$ cat config.mk
export PLATFORM = sky130hd
export DESIGN_NAME = spram_arbiter
export DESIGN_NICKNAME = d
export VERILOG_FILES = /design/src/rtl/spram_arb_pkg.sv /design/src/rtl/rr_arb2.sv /design/src/rtl/spram_arbiter.sv
export SDC_FILE = /design/constraint.sdc
export NUM_CORES = 1
export LEC_CHECK = 0
export ABC_AREA = 1
export BUFFER_PORTS_ARGS = -buffer_cell sky130_fd_sc_hd__buf_2
export CORE_AREA = 3 3 159 161
export CTS_CLUSTER_DIAMETER = 80
export CTS_CLUSTER_SIZE = 30
export DETAILED_ROUTE_END_ITERATION = 16
export DIE_AREA = 0 0 162 164
export HOLD_SLACK_MARGIN = 0.15
export MAX_ROUTING_LAYER = met4
export SETUP_SLACK_MARGIN = 0.02
export SYNTH_ARGS = -nofsm -noshare
export SYNTH_HDL_FRONTEND = slang
export SYNTH_HIERARCHICAL = 1
export SYNTH_SLANG_ARGS = --single-unit
export TNS_END_PERCENT = 100
$ cat constraint.sdc
create_clock -name clk -period 2 [get_ports clk]
set_clock_uncertainty 0.05 [all_clocks]
set_input_delay 0.4 -clock clk [delete_from_list [all_inputs] [get_ports clk]]
set_output_delay 0.4 -clock clk [all_outputs]
set_load 0.005 [all_outputs]
$ cat src/rtl/spram_arb_pkg.sv
// Shared definitions for the two-port single-port-RAM arbiter: FSM encoding,
// port count and port identifiers.
package spram_arb_pkg;

    typedef enum logic [1:0] {
        IDLE  = 2'd0,
        ISSUE = 2'd1,
        RESP  = 2'd2
    } state_t;

    localparam int NUM_PORTS = 2;

    localparam logic P0 = 1'b0;
    localparam logic P1 = 1'b1;

endpackage

$ cat src/rtl/rr_arb2.sv
// Two-input grant generator. Round-robin on a preferred-port pointer, or plain
// port-0-first priority when SPRAM_ARB_FIXED_PRIO_EN is defined (no pointer).
module rr_arb2
    import spram_arb_pkg::*;
(
    input  logic [NUM_PORTS-1:0] req,
`ifndef SPRAM_ARB_FIXED_PRIO_EN
    input  logic                 ptr,
`endif
    output logic [NUM_PORTS-1:0] gnt
);

    always_comb begin
        // NOTE: default assignment first so no path through the block infers a latch.
        gnt = '0;
`ifdef SPRAM_ARB_FIXED_PRIO_EN
        if (req[P0]) begin
            gnt[P0] = 1'b1;
        end else if (req[P1]) begin
            gnt[P1] = 1'b1;
        end
`else
        case (req)
            2'b01:   gnt[P0] = 1'b1;
            2'b10:   gnt[P1] = 1'b1;
            2'b11:   gnt[ptr] = 1'b1;
            default: gnt = '0;
        endcase
`endif
    end

endmodule

$ cat src/rtl/spram_arbiter.sv
// Arbitrates two requesters onto one external single-port RAM with a fixed
// IDLE -> ISSUE -> RESP sequence. Optional macro: SPRAM_ARB_FIXED_PRIO_EN.
module spram_arbiter
    import spram_arb_pkg::*;
#(
    parameter  int REG_WIDTH = 64,
    parameter  int REG_DEPTH = 64,
    localparam int ADDR_W    = $clog2(REG_DEPTH)
) (
    input  logic                 clk,
    input  logic                 rst_n,
    input  logic                 p0_valid,
    input  logic                 p1_valid,
    output logic                 p0_ready,
    output logic                 p1_ready,
    input  logic                 p0_we,
    input  logic                 p1_we,
    input  logic [ADDR_W-1:0]    p0_addr,
    input  logic [ADDR_W-1:0]    p1_addr,
    input  logic [REG_WIDTH-1:0] p0_wdata,
    input  logic [REG_WIDTH-1:0] p1_wdata,
    output logic                 p0_resp,
    output logic                 p1_resp,
    output logic [REG_WIDTH-1:0] p0_rdata,
    output logic [REG_WIDTH-1:0] p1_rdata,
    output logic                 ram_cs_n,
    output logic                 ram_we,
    output logic [ADDR_W-1:0]    ram_addr,
    output logic [REG_WIDTH-1:0] ram_din,
    input  logic [REG_WIDTH-1:0] ram_dout
);

    state_t                 state;
    state_t                 state_next;
    logic [NUM_PORTS-1:0]   gnt;
    logic                   handshake;
    logic                   cap_id;
    logic                   cap_we;
    logic [ADDR_W-1:0]      cap_addr;
    logic [REG_WIDTH-1:0]   cap_wdata;

`ifdef SPRAM_ARB_FIXED_PRIO_EN
    rr_arb2 u_arb (
        .req ({p1_valid, p0_valid}),
        .gnt (gnt)
    );
`else
    logic ptr;

    rr_arb2 u_arb (
        .req ({p1_valid, p0_valid}),
        .ptr (ptr),
        .gnt (gnt)
    );

    always_ff @(posedge clk or negedge rst_n) begin
        if (!rst_n) begin
            ptr <= P0;
        end else if (handshake) begin
            ptr <= gnt[P1] ? P0 : P1;
        end
    end
`endif

    assign handshake = p0_ready | p1_ready;

    always_ff @(posedge clk or negedge rst_n) begin
        if (!rst_n) begin
            state <= IDLE;
        end else begin
            // NOTE: non-blocking for all sequential state so every flop samples pre-edge values.
            state <= state_next;
        end
    end

    always_comb begin
        state_next = state;
        case (state)
            IDLE:    if (handshake) state_next = ISSUE;
            ISSUE:   state_next = RESP;
            RESP:    state_next = IDLE;
            default: state_next = IDLE;
        endcase
    end

    // Requester inputs are only looked at on the handshake edge; the RAM
    // command and response are driven from these registers afterwards.
    always_ff @(posedge clk or negedge rst_n) begin
        if (!rst_n) begin
            cap_id    <= P0;
            cap_we    <= 1'b0;
            cap_addr  <= '0;
            cap_wdata <= '0;
        end else if (handshake) begin
            cap_id    <= gnt[P1] ? P1 : P0;
            cap_we    <= gnt[P1] ? p1_we    : p0_we;
            cap_addr  <= gnt[P1] ? p1_addr  : p0_addr;
            cap_wdata <= gnt[P1] ? p1_wdata : p0_wdata;
        end
    end

    always_comb begin
        p0_ready = 1'b0;
        p1_ready = 1'b0;
        p0_resp  = 1'b0;
        p1_resp  = 1'b0;
        p0_rdata = '0;
        p1_rdata = '0;
        ram_cs_n = 1'b1;
        ram_we   = 1'b0;
        ram_addr = cap_addr;
        ram_din  = cap_wdata;
        case (state)
            IDLE: begin
                // NOTE: state already sits in IDLE during reset, so ready must also see rst_n.
                p0_ready = rst_n & gnt[P0];
                p1_ready = rst_n & gnt[P1];
            end
            ISSUE: begin
                ram_cs_n = 1'b0;
                ram_we   = cap_we;
            end
            RESP: begin
                if (cap_id == P0) begin
                    p0_resp  = 1'b1;
                    p0_rdata = cap_we ? '0 : ram_dout;
                end else begin
                    p1_resp  = 1'b1;
                    p1_rdata = cap_we ? '0 : ram_dout;
                end
            end
            default: ;
        endcase
    end

endmodule
==> reports/summary.md <==
### Die
• number of placed I/O pins: 414
• area of the core region: 0.0241 mm^2
• height of the die: 164 um
• width of the die: 162 um
• Die Area: 0.0266 mm^2
• effective utilization at floorplan: 20.0%
• standard-cell rows: 57

### Synthesis
• fraction of registers with async set or reset after synthesis: 100%
• synthesized cell area: 0.00483 mm^2
• flop and latch count out of synthesis: 75
• dominant cell type by area after synthesis: sky130_fd_sc_hd__dfrtp_1
• number of enable flip-flop cells after synthesis: 0
• library cell with the highest instance count after synthesis: sky130_fd_sc_hd__nand2_1
• flip-flop cell with the highest count after synthesis: sky130_fd_sc_hd__dfrtp_1
• Avg Inst Size Synth: 6.17 um^2
• count of warnings emitted by yosys: 6
• fraction of synthesized cell area taken by the top area cell type: 38.9%
• Synth cell types: 15
• largest cells by area after synthesis: sky130_fd_sc_hd__dfrtp_1, sky130_fd_sc_hd__nand2_1, sky130_fd_sc_hd__nor2_1
• Mapped Nets: 992
• synth cell count leaders: sky130_fd_sc_hd__nand2_1, sky130_fd_sc_hd__nor2_1, sky130_fd_sc_hd__inv_1
• synthesized instance count: 782
• part of the Yosys area used for sequential elements: 38.9%

### Finish
• area occupied by multi-input gates: 0.00241 mm^2
• footprint of the flip-flops and latches: 0.00188 mm^2
• Layout fillers: 2701
• Layout area overhead: 59.6%
• Total Nets Final: 1377
• fraction of layout instances using a drive strength above 1: 40.1%

### Route
• Routed WL per cell: 15.5 um
• post-detailed-route via-to-cell ratio: 4.21
• total iterations of the first detailed-routing run: 4
• final wirelength: 23400 um
• overall via count from detail_route: 6324
• initial drt markers: 313
• DRC Markers: 0
• number of nets still failing antenna checks after routing: 0

### Power
• Max VDD drop: 470 uV
• total power of the final layout: 8.34 mW
• pwr/cell area: 1080 mW/mm^2
• leak pwr: 4.82 nW

### Min path
• Tightest Hold Check Type: in2reg
• startpoint of the most critical hold path: p1_wdata[32]

### Outcome
• run status: finished clean

### CTS
• CTS Sinks: 75
• CTS tree: done
• clock transition at the register clock pins on the worst setup and hold paths after CTS: 0.06 ns
• root buffer cell: sky130_fd_sc_hd__clkbuf_16
• worst-skew pair later-pin latency: 0.33 ns
• maximum buffer depth of the clock tree: 2
• H-Tree Level Count: 3
• TritonCTS Buffers: 9

### Worst setup path
• arrival time reported for the critical path endpoint: 1.51 ns
• kind of critical path: reg2out
• Critical Path Start Type: flop
• critical path fanouts, max: 61
• source of the worst register-to-register timing path: ptr$_DFFE_PN0P_
• crit path capture type: primary output
• timing startpoint of the critical path: state[1]$_DFFE_PN0P_
• data required time at the worst endpoint: 1.55 ns

### STA
• Max Clk Rate: 511 MHz
• post-layout worst setup margin: 0.0429 ns
• Rel. slew slack: 69.9%
• Min Clock Period, post-route: 1.96 ns
• Max Transition Viols Final: 0
• worst hold slack after final layout: 0.313 ns
• fin crit share: 97.9%
• count of endpoints failing setup in the final report: 0
• unrepaired setup endpoints after global routing: yes
• endpoints failing hold: 0
• Least-Margin Pin Slew: 0.451 ns

### Global routing
• number of global-route vias before repair: 5821
• number of antenna violations at the first check in global routing: 7
• pin count of the biggest net entering global routing: 96
• GRT Resource Usage Total: 16.6%
• first-pass GRT wire length: 33000 um
• Overflow after GRT: 0

### Place
• RePlAce Congestion: 0.892
• Placement Setup Slack: 0.0322 ns
• total of buffers placed on input and output ports: 413
• HPWL after detailed placement: 18600 um

### Flow run
• max-capacitance violation count: 0

metrics by stage:
stage / utilization, % / cells / instance area, um^2 / setup TNS [ns]
3_3_place_gp: 29.9 / 1476 / 7210 / 0
5_1_grt: 32.0 / 1502 / 7710 / -1.48
6_report: 32.0 / 1502 / 7710 / 0
2_1_floorplan: - / 782 / 4830 / 0
4_1_cts: 31.5 / 1492 / 7600 / -0.0172
3_5_place_dp: 29.9 / 1476 / 7210 / 0
path summary, 6_finish.rpt:
kind	endpoint	slack (ns)	cells past startpoint
worst min register to register	state[1]$_DFFE_PN0P_	0.45	1
worst min-delay path	ram_din[32]$_DFFE_PN0P_	0.31	5
worst max-delay path	p1_rdata[44]	0.04	6
worst max register to register	ram_din[42]$_DFFE_PN0P_	0.43	8
min in group asynchronous	ptr$_DFFE_PN0P_	0.42	2
max in group asynchronous	ram_addr[3]$_DFFE_PN0P_	0.37	4
repair_timing:
item | in CTS | in global routing
gates cloned | 0 | 3
resized for setup | 19 | 10
setup buffers | 0 | 0
endpoints found under the hold margin | 32 | 0
pin swaps | 0 | 2
hold buffers | 1 | 0
setup endpoints to repair | 95 | 172
critical path, cell delays in order (launching register included):
cell and delay, ns:
sky130_fd_sc_hd__dfrtp_1 0.40, sky130_fd_sc_hd__inv_2 0.09, sky130_fd_sc_hd__nor2_4 0.04, sky130_fd_sc_hd__nand2_2 0.09, sky130_fd_sc_hd__buf_12 0.28, sky130_fd_sc_hd__nor2_1 0.10
sky130_fd_sc_hd__buf_2 0.14
cell usage in the layout (no fill, tap or decap), drive strengths merged:
| cell type | count |
|---|---|
| a21oi | 3 |
| buf | 429 |
| bufinv | 2 |
| clkbuf | 12 |
| clkinv | 3 |
| clkinvlp | 1 |
| dfrtp | 75 |
| diode | 7 |
| dlygate4sd3 | 1 |
| inv | 83 |
| nand2 | 286 |
| nand3 | 72 |
| nor2 | 132 |
| o21ai | 72 |
kinds of logic (layout without fill, tap and decap cells):
family	after synthesis	after routing	synth area share (%)
buf+inv	142	531	12.9
flops	75	75	38.9
other cells	0	7	0
compound gates	75	75	8.01
simple gates	490	490	40.2
cell type report:
type	count	area share, %
antenna	7	0.227
clock buffer	10	3.10
clock inverter	5	1.01
inverter	84	4.16
multi-input combinational	565	31.3
sequential	75	24.4
tap	324	5.26
timing repair buffer	432	30.6
power by group:
| part | internal [mW] | switching (mW) |
|---|---|---|
| sequential | 2.25 | 0.415 |
| combinational | 1.64 | 2.30 |
| clock | 1.11 | 0.619 |
| total | 5.01 | 3.34 |
state kept, by name (all words and copies together) (netlist names):
register	count
ram_din	64
ram_addr	6
state	2
cap_id	1
cap_we	1
ptr	1
routing by layer:
metal | vias up | wire (um) | track usage, %
li1 | 3149 | - | -
met1 | 2884 | 9360 | 18.9
met2 | 272 | 11700 | 27.7
met3 | 19 | 1940 | 5.12
met4 | 0 | 348 | 5.58
met5 | - | 0 | -
(Power assumes the default switching activity.)
